[config.mk]
export PLATFORM = sky130hd
export DESIGN_NAME = dag1_share_ctrl
export DESIGN_NICKNAME = d
export VERILOG_FILES = /design/src/rtl/dag1_share_ctrl.sv
export SDC_FILE = /design/constraint.sdc
export NUM_CORES = 1
export LEC_CHECK = 0
export ABC_AREA = 1
export BUFFER_PORTS_ARGS = -buffer_cell sky130_fd_sc_hd__buf_2
export CORE_MARGIN = 5
export CORE_UTILIZATION = 35
export DETAILED_ROUTE_END_ITERATION = 10
export PLACE_DENSITY = 0.63
export SLEW_MARGIN = 20
export SYNTH_ARGS = -nofsm -noshare
export SYNTH_HDL_FRONTEND = slang
export SYNTH_SLANG_ARGS = --single-unit
export TNS_END_PERCENT = 10
[constraint.sdc]
create_clock -name clock -period 4.51 [get_ports clock]
set_clock_uncertainty 0.2 [all_clocks]
set_input_delay 0.2255 -clock clock [delete_from_list [all_inputs] [get_ports clock]]
set_output_delay 0.2255 -clock clock [all_outputs]
set_load 0.02 [all_outputs]
[src/rtl/dag1_share_ctrl.sv]
// Round-robin scheduler that shares one dag1-style datapath among NREQ requesters.
// One transaction is in flight at a time. The granted operands are held on dp_* for the
// datapath latency. The datapath result is then captured and returned on a valid/ready port.
// Ports:
//   clock, reset                     rising-edge clock, async active-high reset
//   req, req_a, req_b, req_c, req_d  per-requester request and packed operands
//   gnt                              one-hot single-cycle pulse when operands are taken
//   dp_a_in..dp_d_in                 registered operands driven to the datapath
//   dp_out0, dp_out1                 datapath results
//   rsp_valid, rsp_ready, rsp_id,
//   rsp_out0, rsp_out1               response channel
//   busy                             high whenever the controller is not idle
module dag1_share_ctrl #(
   parameter int unsigned NREQ    = 4,
   parameter int unsigned DW      = 2,
   parameter int unsigned LATENCY = 3
) (
   input  logic                       clock,
   input  logic                       reset,
   input  logic [NREQ-1:0]            req,
   input  logic [NREQ*DW-1:0]         req_a,
   input  logic [NREQ*DW-1:0]         req_b,
   input  logic [NREQ-1:0]            req_c,
   input  logic [NREQ-1:0]            req_d,
   output logic [NREQ-1:0]            gnt,
   output logic [DW-1:0]              dp_a_in,
   output logic [DW-1:0]              dp_b_in,
   output logic                       dp_c_in,
   output logic                       dp_d_in,
   input  logic [DW-1:0]              dp_out0,
   input  logic                       dp_out1,
   output logic                       rsp_valid,
   input  logic                       rsp_ready,
   output logic [$clog2(NREQ)-1:0]    rsp_id,
   output logic [DW-1:0]              rsp_out0,
   output logic                       rsp_out1,
   output logic                       busy
);

   localparam int unsigned IDW = $clog2(NREQ);
   localparam int unsigned CW  = (LATENCY > 0) ? $clog2(LATENCY + 1) : 1;

   typedef enum logic [1:0] {IDLE, HOLD, RESP} state_t;

   state_t            state_q, state_d;
   logic [CW-1:0]     cnt_q, cnt_d;
   logic [IDW-1:0]    rr_q, rr_d;
   logic [NREQ-1:0]   gnt_d;
   logic [DW-1:0]     dp_a_d, dp_b_d;
   logic              dp_c_d, dp_d_d;
   logic              rsp_valid_d;
   logic [IDW-1:0]    rsp_id_d;
   logic [DW-1:0]     rsp_out0_d;
   logic              rsp_out1_d;
   logic              busy_d;

   logic              found;
   logic [IDW-1:0]    sel;

   // First set request at or above the rr pointer, wrapping around.
   always_comb begin
      int unsigned idx;
      found = 1'b0;
      sel   = '0;
      idx   = 0;
      for (int unsigned k = 0; k < NREQ; k++) begin
         idx = 32'(rr_q) + k;
         if (idx >= NREQ) idx = idx - NREQ;
         if (!found && req[IDW'(idx)]) begin
            found = 1'b1;
            sel   = IDW'(idx);
         end
      end
   end

   // Next-state and next-output logic.
   always_comb begin
      state_d     = state_q;
      cnt_d       = cnt_q;
      rr_d        = rr_q;
      gnt_d       = '0;
      dp_a_d      = dp_a_in;
      dp_b_d      = dp_b_in;
      dp_c_d      = dp_c_in;
      dp_d_d      = dp_d_in;
      rsp_valid_d = rsp_valid;
      rsp_id_d    = rsp_id;
      rsp_out0_d  = rsp_out0;
      rsp_out1_d  = rsp_out1;

      case (state_q)
         IDLE: begin
            if (found) begin
               gnt_d[sel] = 1'b1;
               dp_a_d     = req_a[32'(sel)*DW +: DW];
               dp_b_d     = req_b[32'(sel)*DW +: DW];
               dp_c_d     = req_c[sel];
               dp_d_d     = req_d[sel];
               rsp_id_d   = sel;
               rr_d       = (32'(sel) == NREQ - 1) ? '0 : sel + IDW'(1);
               cnt_d      = '0;
               state_d    = HOLD;
            end
         end
         HOLD: begin
            // Operands have been stable for LATENCY edges once cnt reaches LATENCY.
            if (cnt_q == CW'(LATENCY)) begin
               rsp_out0_d  = dp_out0;
               rsp_out1_d  = dp_out1;
               rsp_valid_d = 1'b1;
               state_d     = RESP;
            end else begin
               cnt_d = cnt_q + CW'(1);
            end
         end
         RESP: begin
            if (rsp_ready) begin
               rsp_valid_d = 1'b0;
               state_d     = IDLE;
            end
         end
         default: state_d = IDLE;
      endcase

      busy_d = (state_d != IDLE);
   end

   // State and output registers.
   always_ff @(posedge clock or posedge reset) begin
      if (reset) begin
         state_q   <= IDLE;
         cnt_q     <= '0;
         rr_q      <= '0;
         gnt       <= '0;
         dp_a_in   <= '0;
         dp_b_in   <= '0;
         dp_c_in   <= 1'b0;
         dp_d_in   <= 1'b0;
         rsp_valid <= 1'b0;
         rsp_id    <= '0;
         rsp_out0  <= '0;
         rsp_out1  <= 1'b0;
         busy      <= 1'b0;
      end else begin
         state_q   <= state_d;
         cnt_q     <= cnt_d;
         rr_q      <= rr_d;
         gnt       <= gnt_d;
         dp_a_in   <= dp_a_d;
         dp_b_in   <= dp_b_d;
         dp_c_in   <= dp_c_d;
         dp_d_in   <= dp_d_d;
         rsp_valid <= rsp_valid_d;
         rsp_id    <= rsp_id_d;
         rsp_out0  <= rsp_out0_d;
         rsp_out1  <= rsp_out1_d;
         busy      <= busy_d;
      end
   end

endmodule

==> flow_summary.yaml, run 1 <==
cells_and_area:
  fillers: 476
  instances_no_fill: 311
  antennaDiodeCount: 0
  syn2layout_area_growth_pct: 23.12
  drive_gt1_share_pct: 32.05
  nets: 296
worst_setup_path:
  cp_max_fo: 14
  worstPathCellList: "nand2_1 -> nand3_1 -> nand2_1 -> nand2_1 -> nand3_2 -> nand3_4 -> inv_2 -> ha_1 -> nand2_1 -> o21ai_0"
  cpMaxStageDelayCell: "dfrtp_1"
  required_ns: 4.45
  cp-start-kind: "flop"
  crit_path_max_incr_delay_ns: 0.60
  critPathMostFrequentCell: "nand2_1"
  critical_path_class: "flop to flop"
  endpoint_kind: "flop"
  arrival_ns: 2.35
synth:
  ys_seq_elements: 23
  synthArstFlopShare_pct: 100.0
  yosysTopAreaCell: "dfrtp_1"
  ys_seq_area_share_pct: 37.99
  avgSynthCellArea_um2: 7.285
  synth_ff_type: "dfrtp_1"
  synth_cells: 208
  ys_types: 25
  yosys-top-cells-area: "dfrtp_1 (38%), nand2_1 (20%), inv_1 (6.4%)"
  synth_edf_count: 0
  synth_top_area_share_pct: 37.99
  netlist_area_um2: 1515
  synth_fp_nets: 244
  synth_warnings: 0
global_routing:
  grt_start_max_net_pins: 24
  antenna_found_initial: 0
  grt_pass1_vias: 1351
  grt_pass1_wl_mm: 5.727
  globalRouteOverflowTotal: 0
  grt_usage_pct: 12.78
timing:
  finalHoldWorstSlack_ns: 0.04827
  relSlewSlack_pct: 44.15
  setup_violations: 0
  hold_viol: 0
  fmax_mhz: 414.6
  setup_tns_ns: 0
  layout_setup_ws_ns: 2.098
  period_share_pct: 53.48
  fin_crit_ns: 2.412
  slew_violations: 0
  tightest_slew_ns: 0.8369
  rsz0062_at_grt: "false"
power:
  leakagePower_nw: 1.111
  power.density_nw_per_um2: 821.7
  ir_drop_v: 0.0003667
floorplanning:
  fp.dieH_um: 75.80
  fp.dieArea_um2: 5745
  die-width_um: 75.80
  coreArea_um2: 4264
  io_pins: 51
  rows: 24
  initial_core_util_pct: 35.53
cts:
  clock_sinks: 23
  clockBufferDepth: 2
  clock_latency_ns: 0.26
  numCtsBuffers: 3
  cts_root_buf: "clkbuf_8"
  cts_tree: "yes"
  htree_levels: 1
  path_clk_slew_ns: 0.08
detailed_routing:
  via_per_inst: 4.595
  wire_per_inst_um: 11.27
  drtIter0Drc: 77
  postRouteAntennaNets: 0
  drc: 0
  drt-total-wl_mm: 3.505
  vias: 1429
  drt_first_pass_iters: 6
placed_design:
  gp_congestion: 0.7972
  port-buffer-count: 50
  place_hpwl_mm: 2.638
  placed_cells: 303
  place_worst_setup_slack_ns: 2.100
outcome:
  status: "finished, final reports clean"
hold_path:
  hp-class: "input port to flop"
flow_run:
  cap_violations: 0
## repair_timing
action / CTS / global route
hold endpoints to repair: 26 / 0
resized for setup: 0 / 0
hold buffers: 4 / 0
buffers inserted: 0 / 0
## synth_stat cells (2+ instances only)
master	number
nand3_4	2
nor2_1	6
nand3_1	13
nor3_1	2
nand4_1	12
inv_1	26
nand3_2	4
dfrtp_1	23
ha_1	2
inv_2	4
nand2_2	13
buf_2	4
mux2_2	3
o21ai_0	3
nand2_1	80
buf_6	2
## through the flow
step	util (%)	area, µm²	power (mW)
5_1_grt	43.75	1866	1.690
3_3_place_gp	41.75	1780	1.394
3_5_place_dp	41.75	1780	1.412
2_1_floorplan	-	1515	1.222
6_report	43.75	1866	1.533
4_1_cts	43.75	1866	1.546
## worst max-delay path: cells and delay by family, from the launching register on
family	cells	cell delay, ns
AND/OR/NAND/NOR	7	1.06
flip-flops	1	0.60
adder cells (fa/ha/maj)	1	0.27
buffers and inverters	1	0.08
AO/OA/AOI/OAI	1	0.08
## area by class of cell
| cell class | instances | area [µm²] | share of cell area, % |
|---|---|---|---|
| tap | 52 | 65.06 | 3.488 |
| multi-input combinational | 147 | 768.2 | 41.18 |
| sequential | 23 | 575.6 | 30.85 |
| inverter | 31 | 121.4 | 6.506 |
| clock buffer | 4 | 45.04 | 2.414 |
| timing repair buffer | 54 | 290.3 | 15.56 |
## flip-flops by register name, summed over array words and instances, names as in the netlist, 2 cells and up
name,count
cnt_q,2
dp_a_in,2
dp_b_in,2
gnt,4
rr_q,2
rsp_id,2
rsp_out0,2
state_q,2
## cell families (layout without fill, tap and decap cells)
family,after synthesis,in the layout,synth area share (%)
buf+inv,38,89,11.31
mux,3,3,2.229
flops,23,23,37.99
compound gates,6,6,2.312
simple gates,136,136,44.51
fa+ha+maj,2,2,1.651
## path summary, 6_finish.rpt
kind	from	endpoint	slack (ns)	cells after the start
max reg2reg	rr_q[0]	rr_q[1]	2.10	10
max in group asynchronous	reset	rsp_valid	3.11	3
max	rr_q[0]	rr_q[1]	2.10	10
min reg2reg	rsp_valid	rsp_valid	0.27	2
min	rsp_ready	rsp_valid	0.05	4
min in group asynchronous	reset	dp_d_in	0.48	3
## cells in the final DEF, fill, tap and decap left out, drive strengths merged
cell,instances
o21ai,4
dfrtp,23
nand4,12
nor2,8
buf,50
nand2,94
clkbuf,4
nor3,2
a31oi,1
nand3,19
a22o,1
mux2,3
nand3b,1
ha,2
inv,31
dlygate4sd3,4
## power by group
group / internal (mW) / switching, mW / leakage [nW]
Sequential: 0.304 / 0.0610 / 0.284
Clock: 0.0630 / 0.0629 / 0.0228
Combinational: 0.339 / 0.703 / 0.805
Total: 0.706 / 0.827 / 1.11
## per-layer routing
metal / share of wire, % / vias up / global-route usage [%] / wire (µm)
li1: - / 755 / - / -
met1: 43 / 629 / 15.84 / 1506
met2: 49 / 41 / 21.48 / 1731
met3: 6.1 / 4 / 3.298 / 213
met4: 1.5 / 0 / 4.272 / 52
met5: 0 / - / 0 / 0
Power figures use the tool's default switching activity.
==> run 2: changes to the inputs <==
Settings changed: PLACE_DENSITY 0.63 to 0.65.
Clock period 4.51 ns to 2.1 ns, I/O delays scaled along.
==> flow_summary.yaml, run 2 (synthesized netlist as in run 1, its figures left out) <==
outcome:
  status: "finished, final reports clean"
cells_and_area:
  syn2layout_area_growth_pct: 29.73
  nets: 305
  instances_no_fill: 320
  largest_register: "gnt"
  drive_gt1_share_pct: 36.57
  largest_reg_flops: 4
  final_util_pct: 46.10
  final_cell_mix: "nand2_1 (76), buf_2 (50), inv_1 (26)"
  layout_commonest_cell: "nand2_1"
  antennaDiodeCount: 0
worst_setup_path:
  worst-path-buf-inv: 2
  crit-reg2reg-launch: "rr_q[0]"
  cp_max_fo: 6
  crit_path_start: "rr_q[0]"
  arrival_ns: 1.94
  worstPathCellList: "buf_6 -> nand2_2 -> nand2_2 -> nand2_2 -> nand2_4 -> nor2_8 -> nand3_4 -> nand3_4 -> inv_2 -> ha_1 -> nand2_1 -> o21ai_0"
  cpLargestDelayFamily: "simple AND/OR/NAND/NOR gates"
  reg2regPathDepth: 12
  cpMaxStageDelayCell: "dfrtp_2"
  cp-start-kind: "flop"
  crit_end: "rr_q[1]"
  crit_path_max_incr_delay_ns: 0.48
  rr_endpoint: "rr_q[1]"
  required_ns: 2.03
  cp.depth: 12
  critPathMostFrequentCell: "nand2_2"
  critical_path_class: "flop to flop"
  r2r_setup_slack_ns: 0.09
  endpoint_kind: "flop"
power:
  power.total_mw: 3.536
  ir_drop_v: 0.0007515
  leakagePower_nw: 1.160
  power.density_nw_per_um2: 1799
floorplanning:
  initial_core_util_pct: 35.53
  die-width_um: 75.80
  fp.dieArea_um2: 5745
  io_pins: 51
  coreArea_um2: 4264
  fp.dieH_um: 75.80
  rows: 24
detailed_routing:
  postRouteAntennaNets: 0
  drt-total-wl_mm: 3.523
  via_per_inst: 4.550
  drtIter0Drc: 59
  vias: 1456
  drt_first_pass_iters: 4
  wire_per_inst_um: 11.01
  drc: 0
global_routing:
  grt_pass1_wl_mm: 6.258
  grt_use_met1_pct: 19.19
  use_met2_pct: 22.05
  grt_pass1_vias: 1451
  grt_util_met3_pct: 2.243
  grt_start_max_net_pins: 24
  antenna_found_initial: 0
  grt_usage_pct: 13.92
  globalRouteOverflowTotal: 0
  grt-busiest-layer: "met2"
flow_run:
  cap_violations: 0
timing:
  tightest_slew_ns: 0.3354
  rsz0062_at_grt: "true"
  hold_viol: 0
  period_share_pct: 95.91
  relSlewSlack_pct: 77.61
  slew_violations: 0
  layout_setup_ws_ns: 0.08599
  setup_violations: 0
  setup_tns_ns: 0
  fin_crit_ns: 2.014
  fmax_mhz: 496.5
placed_design:
  placed_cells: 310
  gp_congestion: 0.8194
  place_worst_setup_slack_ns: -0.01176
  place_hpwl_mm: 2.730
  port-buffer-count: 50
cts:
  path_clk_slew_ns: 0.08
  numCtsBuffers: 3
  clockBufferDepth: 2
  cts_root_buf: "clkbuf_8"
  clock_sinks: 23
  cts_tree: "yes"
  clock_latency_ns: 0.26
  htree_levels: 1
hold_path:
  hp-class: "input port to flop"
run 2: cell count changes in the layout (fill, tap and decap cells not counted), moves of 2 or more:
cell	before	now
buf_4	0	6
nand2_2	13	17
nand2_1	80	76
dfrtp_1	23	21
dfrtp_2	0	2
run 2: worst min path at each step:
stage,startpoint,end,slack [ns],depth (start not counted)
after floorplan,reset,busy,-0.09,1
after global placement,reset,dp_c_in,-0.05,3
final,req_d[0],dp_d_in,0.02,7
after detailed placement,reset,dp_c_in,-0.03,3
after CTS,req_d[0],dp_d_in,0.02,7
after global routing,req_d[0],dp_d_in,0.07,7
run 2: stage by stage:
stage | area, µm² | hold WS (ns)
finish | 1966 | 0.02238
global route | 1966 | 0.07178
CTS | 1943 | 0.02213
detailed placement | 1846 | -0.03084
global placement | 1846 | -0.04722
floorplan | 1515 | -0.09308
run 2: worst reg2reg max path, stage by stage, from the launching register on:
cell and delay, ns:
dfrtp_2 0.48, buf_6 0.16, nand2_2 0.06, nand2_2 0.07
nand2_2 0.07, nand2_4 0.07, nor2_8 0.10, nand3_4 0.10
nand3_4 0.10, inv_2 0.06, ha_1 0.26, nand2_1 0.07
o21ai_0 0.09
run 2: cell type report:
class,instances,area [µm²]
Inverter,31,121.4
Multi-Input combinational cell,147,778.2
Clock inverter,1,5.005
Clock buffer,3,41.29
Timing Repair Buffer,63,376.6
Fill cell,442,2298
Sequential cell,23,578.1
Tap cell,52,65.06
run 2: repair_timing:
action	CTS	global route
buffers inserted	0	1
endpoints found under the setup margin	1	8
endpoints found under the hold margin	29	0
gates resized for setup	1	8
pin swaps	0	1
hold buffers	5	0
run 2: power breakdown:
group          switching, mW  total [mW]  internal, mW
sequential             0.128       0.785         0.657
combinational           1.55        2.48         0.932
clock                  0.137       0.269         0.132
run 2: per-layer routing:
layer	share of wire (%)	wire, µm
met4	1.2	42
met2	49	1731
met1	44	1563
met5	0	0
met3	5.3	185
